==> src/rtl/serial_rx_402.sv <==
`default_nettype none
// ============================================================================
//  Module      : serial_rx_402
//  Description : Serial frame receiver for the Lab402 link. Recovers 8-bit
//                words from an idle-high asynchronous line (start 0, 8 data
//                bits LSB first, optional even parity, stop 1) and presents
//                each good word with a one-cycle valid strobe.
//  Revision    : 1.0 - initial release
// ----------------------------------------------------------------------------
//  Parameters
//    F_CLK    system clock frequency in Hz
//    VEL      bit rate in bit/s (F_CLK/VEL clocks per bit, must be >= 8)
//  Ports
//    clk      in   system clock, rising edge
//    rst_n    in   synchronous reset, active low
//    RXD      in   serial line, asynchronous to clk, idle high
//    clr_err  in   one-cycle synchronous clear of the sticky error flags
//    dat      out  last word delivered
//    ok_dat   out  one-cycle strobe, dat just updated with a good word
//    err_frm  out  sticky, a stop bit was sampled low
//    err_par  out  sticky, parity mismatch (tied low without parity)
//    busy     out  high while a frame is being received
//  Build option
//    RX_PARITY_EN  when defined, frames carry an even-parity bit after bit 7
//                  and words with bad parity are dropped and flagged.
// ============================================================================
module serial_rx_402 #(
  parameter int F_CLK = 50_000_000,
  parameter int VEL   = 115_200
) (
  input  logic       clk,
  input  logic       rst_n,
  input  logic       RXD,
  input  logic       clr_err,
  output logic [7:0] dat,
  output logic       ok_dat,
  output logic       err_frm,
  output logic       err_par,
  output logic       busy
);

  localparam int NB  = F_CLK / VEL;
  localparam int CBW = $clog2(NB);

  // The bit timer runs continuously from the start edge, so every bit is
  // sampled at the same phase: one half-bit after its nominal start.
  localparam logic [CBW-1:0] SAMPLE_PT = CBW'(NB / 2 - 1);
  localparam logic [CBW-1:0] LAST_CB   = CBW'(NB - 1);

`ifdef RX_PARITY_EN
  typedef enum logic [2:0] {
    S_IDLE  = 3'd0,
    S_START = 3'd1,
    S_DATA  = 3'd2,
    S_PAR   = 3'd3,
    S_STOP  = 3'd4
  } state_t;
`else
  typedef enum logic [2:0] {
    S_IDLE  = 3'd0,
    S_START = 3'd1,
    S_DATA  = 3'd2,
    S_STOP  = 3'd4
  } state_t;
`endif

  state_t           state, state_nxt;
  logic             rxd_meta, rxd_sync, rxd_prev;
  logic [CBW-1:0]   cb, cb_nxt;
  logic [2:0]       bit_cnt, bit_cnt_nxt;
  logic [7:0]       shift, shift_nxt;
  logic [7:0]       dat_nxt;
  logic             ok_nxt;
  logic             frm_set;
  logic             fall;
  logic             sample;
`ifdef RX_PARITY_EN
  logic             par_bad, par_bad_nxt;
  logic             par_set;
`endif

  assign fall   = rxd_prev & ~rxd_sync;
  assign sample = (cb == SAMPLE_PT);
  assign busy   = (state != S_IDLE);

  // --------------------------------------------------------------------------
  // Next-state and datapath logic
  // --------------------------------------------------------------------------
  always_comb begin
    state_nxt   = state;
    cb_nxt      = (state == S_IDLE) ? '0 :
                  ((cb == LAST_CB) ? '0 : cb + CBW'(1));
    bit_cnt_nxt = bit_cnt;
    shift_nxt   = shift;
    dat_nxt     = dat;
    ok_nxt      = 1'b0;
    frm_set     = 1'b0;
`ifdef RX_PARITY_EN
    par_bad_nxt = par_bad;
    par_set     = 1'b0;
`endif

    case (state)
      S_IDLE: begin
        if (fall) begin
          state_nxt = S_START;
          cb_nxt    = '0;
`ifdef RX_PARITY_EN
          par_bad_nxt = 1'b0;
`endif
        end
      end

      S_START: begin
        if (sample) begin
          // A line back high at mid-start was a glitch: drop it silently.
          if (!rxd_sync) begin
            state_nxt   = S_DATA;
            bit_cnt_nxt = 3'd0;
          end else begin
            state_nxt = S_IDLE;
          end
        end
      end

      S_DATA: begin
        if (sample) begin
          shift_nxt   = {rxd_sync, shift[7:1]};
          bit_cnt_nxt = bit_cnt + 3'd1;
          if (bit_cnt == 3'd7) begin
`ifdef RX_PARITY_EN
            state_nxt = S_PAR;
`else
            state_nxt = S_STOP;
`endif
          end
        end
      end

`ifdef RX_PARITY_EN
      S_PAR: begin
        if (sample) begin
          // Even parity: data bits XOR parity bit must be zero.
          par_bad_nxt = (^shift) ^ rxd_sync;
          state_nxt   = S_STOP;
        end
      end
`endif

      S_STOP: begin
        if (sample) begin
          // Leaving at mid-stop lets a back-to-back start edge be caught.
          state_nxt = S_IDLE;
`ifdef RX_PARITY_EN
          par_set = par_bad;
          if (!rxd_sync) begin
            frm_set = 1'b1;
          end else if (!par_bad) begin
            dat_nxt = shift;
            ok_nxt  = 1'b1;
          end
`else
          if (!rxd_sync) begin
            frm_set = 1'b1;
          end else begin
            dat_nxt = shift;
            ok_nxt  = 1'b1;
          end
`endif
        end
      end

      default: begin
        state_nxt = S_IDLE;
      end
    endcase
  end

  // --------------------------------------------------------------------------
  // Registers
  // --------------------------------------------------------------------------
  always_ff @(posedge clk) begin
    if (!rst_n) begin
      state    <= S_IDLE;
      rxd_meta <= 1'b1;
      rxd_sync <= 1'b1;
      rxd_prev <= 1'b1;
      cb       <= '0;
      bit_cnt  <= 3'd0;
      shift    <= 8'h00;
      dat      <= 8'h00;
      ok_dat   <= 1'b0;
      err_frm  <= 1'b0;
    end else begin
      state    <= state_nxt;
      rxd_meta <= RXD;
      rxd_sync <= rxd_meta;
      rxd_prev <= rxd_sync;
      cb       <= cb_nxt;
      bit_cnt  <= bit_cnt_nxt;
      shift    <= shift_nxt;
      dat      <= dat_nxt;
      ok_dat   <= ok_nxt;
      // A new error on the same cycle as clr_err takes precedence.
      err_frm  <= frm_set | (err_frm & ~clr_err);
    end
  end

`ifdef RX_PARITY_EN
  always_ff @(posedge clk) begin
    if (!rst_n) begin
      par_bad <= 1'b0;
      err_par <= 1'b0;
    end else begin
      par_bad <= par_bad_nxt;
      err_par <= par_set | (err_par & ~clr_err);
    end
  end
`else
  assign err_par = 1'b0;
`endif

endmodule
`default_nettype wire

==> config.mk <==
export PLATFORM = sky130hd
export DESIGN_NAME = serial_rx_402
export DESIGN_NICKNAME = d
export VERILOG_FILES = /design/src/rtl/serial_rx_402.sv
export SDC_FILE = /design/constraint.sdc
export NUM_CORES = 1
export LEC_CHECK = 0
export CORE_MARGIN = 3
export CORE_UTILIZATION = 30
export CTS_CLUSTER_SIZE = 25
export DETAILED_ROUTE_END_ITERATION = 10
export PLACE_DENSITY_LB_ADDON = 0.1
export SETUP_SLACK_MARGIN = 0.15
export SLEW_MARGIN = 20
export SYNTH_ARGS = -nofsm -noshare
export SYNTH_HDL_FRONTEND = slang
export SYNTH_SLANG_ARGS = --single-unit
export TNS_END_PERCENT = 30
==> constraint.sdc <==
create_clock -name clk -period 3.9 [get_ports clk]
set_input_delay 0.78 -clock clk [delete_from_list [all_inputs] [get_ports clk]]
set_output_delay 0.78 -clock clk [all_outputs]
set_load 0.005 [all_outputs]
---- Yosys cells after proc, flatten, opt, wreduce, memory -nomap -nowiden ----
Index checks and enable logic that the tools add are counted.
word-level totals
  flip-flop bits (word level) ............. 36
  input port bits ......................... 4
  output and inout port bits .............. 12
  word-level logic and storage cells ...... 56
operators by class
  add/subtract/negate cells ............... 2
  eq/ne operators ......................... 12
  multiplexer cells ....................... 19
  bitwise gates (word level) .............. 5
  reductions and logical operators ........ 8
operators with widths
  cell                                           number
  2-to-1 mux 9 bit                               4
  2-to-1 mux 3 bit                               8
  inequality test 2 bit, second input constant   6
  case mux 3 bit (4 select lines)                1
  adder 9 x 1 -> 9 bit, second input constant    1
  == test 9 x 8 -> 1 bit, second input constant  1
  == test 9 bit, second input constant           1
  == test 3 bit, second input constant           2
  case mux 3 bit (2 select lines)                1
  AND reduction 3 bit                            2
  AND reduction 5 bit                            1
  2-to-1 mux 1 bit                               4
  AND reduction 4 bit                            1
  adder 3 x 1 -> 3 bit, second input constant    1
  == test 3 x 1 -> 1 bit, second input constant  1
  == test 3 x 2 -> 1 bit, second input constant  1
  zero test 3 bit                                1
  nonzero test 3 bit                             1
  AND 1 bit                                      2
  2-to-1 mux 2 bit                               1
  NOT 1 bit                                      2
  AND reduction 2 bit                            1
  nonzero test 2 bit                             1
  bitwise OR 1 bit                               1

---- Logic depth before layout (Yosys ltp) ----
  word-level depth ........................ 5
  mapped depth ............................ 7
  depth with buffers taken out ............ 6

---- Worst setup path after synthesis ----
No wires, ideal clock.
  kind .................................... reg2out
  start ................................... register state[0]
  end ..................................... output busy
  arrival time ............................ 0.778 ns
  required time ........................... 3.120 ns
  setup slack ............................. 2.342 ns
  cell stages (with the launch flop) ...... 3
  buffers on the path ..................... 1
  path through ............................ dfxtp_1 > buf_6 > or3_1
between the ends
  longest elaborated chain between the ends .. 1
ends and longest elaborated chain
  element                 line  RTL
  from (decl)             67    state_t state, state_nxt;
  from (signal assigned)  195   state <= state_nxt;
  nonzero test 3 bit      84    assign busy = (state != S_IDLE);
  to (decl)               39    output logic busy
Every way passes these cells.

---- Worst setup path in the final report ----
  start ................................... register state[2]
  end ..................................... output busy
The elaborated chain is that of the path after synthesis.

==> run metrics <==
Post-Synth Adder-Cell Area 4.075%; commonest non-fill, non-tap cell in the layout dfxtp_1; Seq. cell area 720.7 um^2; Top delay family on crit path buffers and inverters; commonest cells after routing, fill and taps aside dfxtp_1, nand2_1, mux2i_1; via/cell ratio 4.403; die span in x 77.54 um; critical path endpoint busy; DR WL/cell 11.43 um; largest family of logic cells by synthesized area simple AND/OR/NAND/NOR gates; clock tree buffer depth 2; Lkg Pwr 0.7216 nW; slowest stage delay, CP 460 ps; worst reg2reg path endpoint dat[2]; number of remaining DRC errors 0; Clock power frac 40.9%; Syn-to-layout area delta 15.40%; post-synthesis mux area share 11.08%; Peak VDD IR 0.0001809 V; placer's final routability congestion estimate 0.7247; die area 6012 um^2; Relative slew margins 58.08%; Final ANT Viol Nets 0; fillers 515; f_max 0.4284 GHz; largest net degree at the start of global routing 19; htree depth 2; switching share of power 21.37%; worst path cell trace or3_1 > clkdlybuf4s50_1; final net count 177; clock transition at the registers of the reported paths 70 ps; R2R cell count 6; mean post-synth cell area 9.969 um^2; CP bufs+invs 1; met1 WL 1350 um; worst-case clock skew 8.757 ps; register share of total power 56.1%; final period utilization 59.85%; Synth Area in Compound Gates 5.623%; final wirelength 2698 um; final setup fails 0; IO Port Bufs 14; RSZ-0062 raised after global routing no; Vert. Die Dim 77.54 um; number of I/O pins 16; post-cts sizing count 0; NetSw 0.1419 mW; Distinct cells, synth 34; post-cts hold buffer count 0; vias in the first global route 1016; area of the multi-input gates 710.7 um^2; Comb pwr share 3.0%; CTS tree yes; Synth warnings 0; Critical Path Start state[2]; EDFF count, synth 0; Post-Syn Instances 154; Worst Path Max Fanout 8; hold_ws 409.7 ps; Starting Density 31.66%; post-synthesis simple-gate area fraction 20.70%; vias 1039; CORE AREA 4848 um^2; Final Slew Violations 0; clk sinks 36; Arrival @ worst endpoint 1550 ps; number of buffers created by CTS 5; Worst Tran Pin Value 626.8 ps; Max-Cap Viols 0; Mapped Area 1535 um^2; register bit total from synthesis 36; Syn Nets 163; min cycle time layout 2334 ps; top layer in use met4; Synth Area in XOR/XNOR 4.564%; worst-skew pair later-pin latency 280 ps; Rows 25; PwrDens 374.6 nW/um^2; grt ovf 0; met2 WL 1185 um; cell taking the most area after synthesis dfxtp_1; status complete, no violations; Root Driver clkbuf_8; count of final hold-check violations 0; initial DRC count 24; R2R Path Start cb[0]; ys flop type dfxtp_1; HP Class reg2reg; crit start category register; initial antenna violation count 0; postcts setup bufs 0; DR WL met3 119 um; critical path class reg2out; Pint 0.5219 mW; slowest CP cell clkdlybuf4s50_1; r2r setup slk 1970 ps; Setup crit end kind primary output; Post-DP HPWL 1921 um; Worst path depth 2; diode count 0; All-Layer GR Usage 10.00%; Async SR Flop Fraction 0%; Worst Path Required 3120 ps; setup TNS 0 ps; first-pass GRT wire length 4685 um; register area share after synthesis 46.94%; Synth area leaders dfxtp_1, mux2i_1, nand2_1; fraction of layout cells with a size suffix above 1 8.876%; Yosys top cell area share 46.94%; total iterations of the first detailed-routing run 4
-- metrics by stage --
stage          cells  power [mW]  setup WS [ps]  util [%]  instance area (um^2)
6_report         236      0.6637           1566     36.54                  1772
3_5_place_dp     228      0.4010           1484     34.61                  1678
4_1_cts          236      0.6736           1539     36.54                  1772
3_3_place_gp     228      0.4006           1583     34.61                  1678
5_1_grt          236      0.6959           1492     36.54                  1772
2_1_floorplan    154      0.3962           2342         -                  1535
-- state kept, by name, summed over array words and instances, names as in the netlist --
name	cells
rxd_prev	1
rxd_sync	1
cb	9
err_frm	1
dat	8
shift	8
state	3
bit_cnt	3
rxd_meta	1
ok_dat	1
-- per-layer routing --
metal | global-route usage (%) | vias up
met1 | 12.39 | 471
li1 | - | 546
met4 | 4.270 | 0
met3 | 4.292 | 5
met5 | 0 | -
met2 | 15.11 | 17
-- area by class of cell --
| type | count | area share [%] |
|---|---|---|
| inverters | 4 | 0.8475 |
| flip-flops and latches | 36 | 40.68 |
| repair buffers | 15 | 8.333 |
| well taps | 67 | 4.732 |
| multi-input cells | 106 | 40.11 |
| clock inverters | 1 | 0.4237 |
| clock buffers | 7 | 4.873 |
-- power by group through the flow --
stage          clock network [mW]  logic, mW  registers, mW
3_3_place_gp                    0     0.0199          0.381
5_1_grt                     0.301     0.0224          0.373
6_report                    0.272     0.0198          0.372
4_1_cts                     0.281     0.0203          0.372
2_1_floorplan                   0     0.0172          0.379
3_5_place_dp                    0     0.0202          0.381
-- logic make-up after synthesis --
kind of cell,Yosys count
multiplexers,17
AO/OA/AOI/OAI,12
other,1
flip-flops,36
XOR/XNOR,8
buffers and inverters,12
adder cells (fa/ha/maj),5
AND/OR/NAND/NOR,63
-- synth_stat cells (2+ instances only) --
cell type and instances:
a21oi_1 2, buf_6 5, dfxtp_1 36, dlymetal6s2s_1 2, ha_1 5, inv_1 4
mux2i_1 17, nand2_1 26, nand2b_1 4, nand3_1 5, nand4_1 3, nor2_1 14
o22ai_1 2, o2bb2ai_1 3, xnor2_1 3, xor2_1 5
-- worst min-delay path by stage --
stage / startpoint / to / cells past startpoint
after detailed placement: rxd_meta / rxd_sync / 1
after global routing: rxd_meta / rxd_sync / 1
after floorplan: rxd_meta / rxd_sync / 1
after global placement: rxd_meta / rxd_sync / 1
after CTS: rxd_meta / rxd_sync / 1
final: rxd_meta / rxd_sync / 1
(Power assumes the default switching activity.)
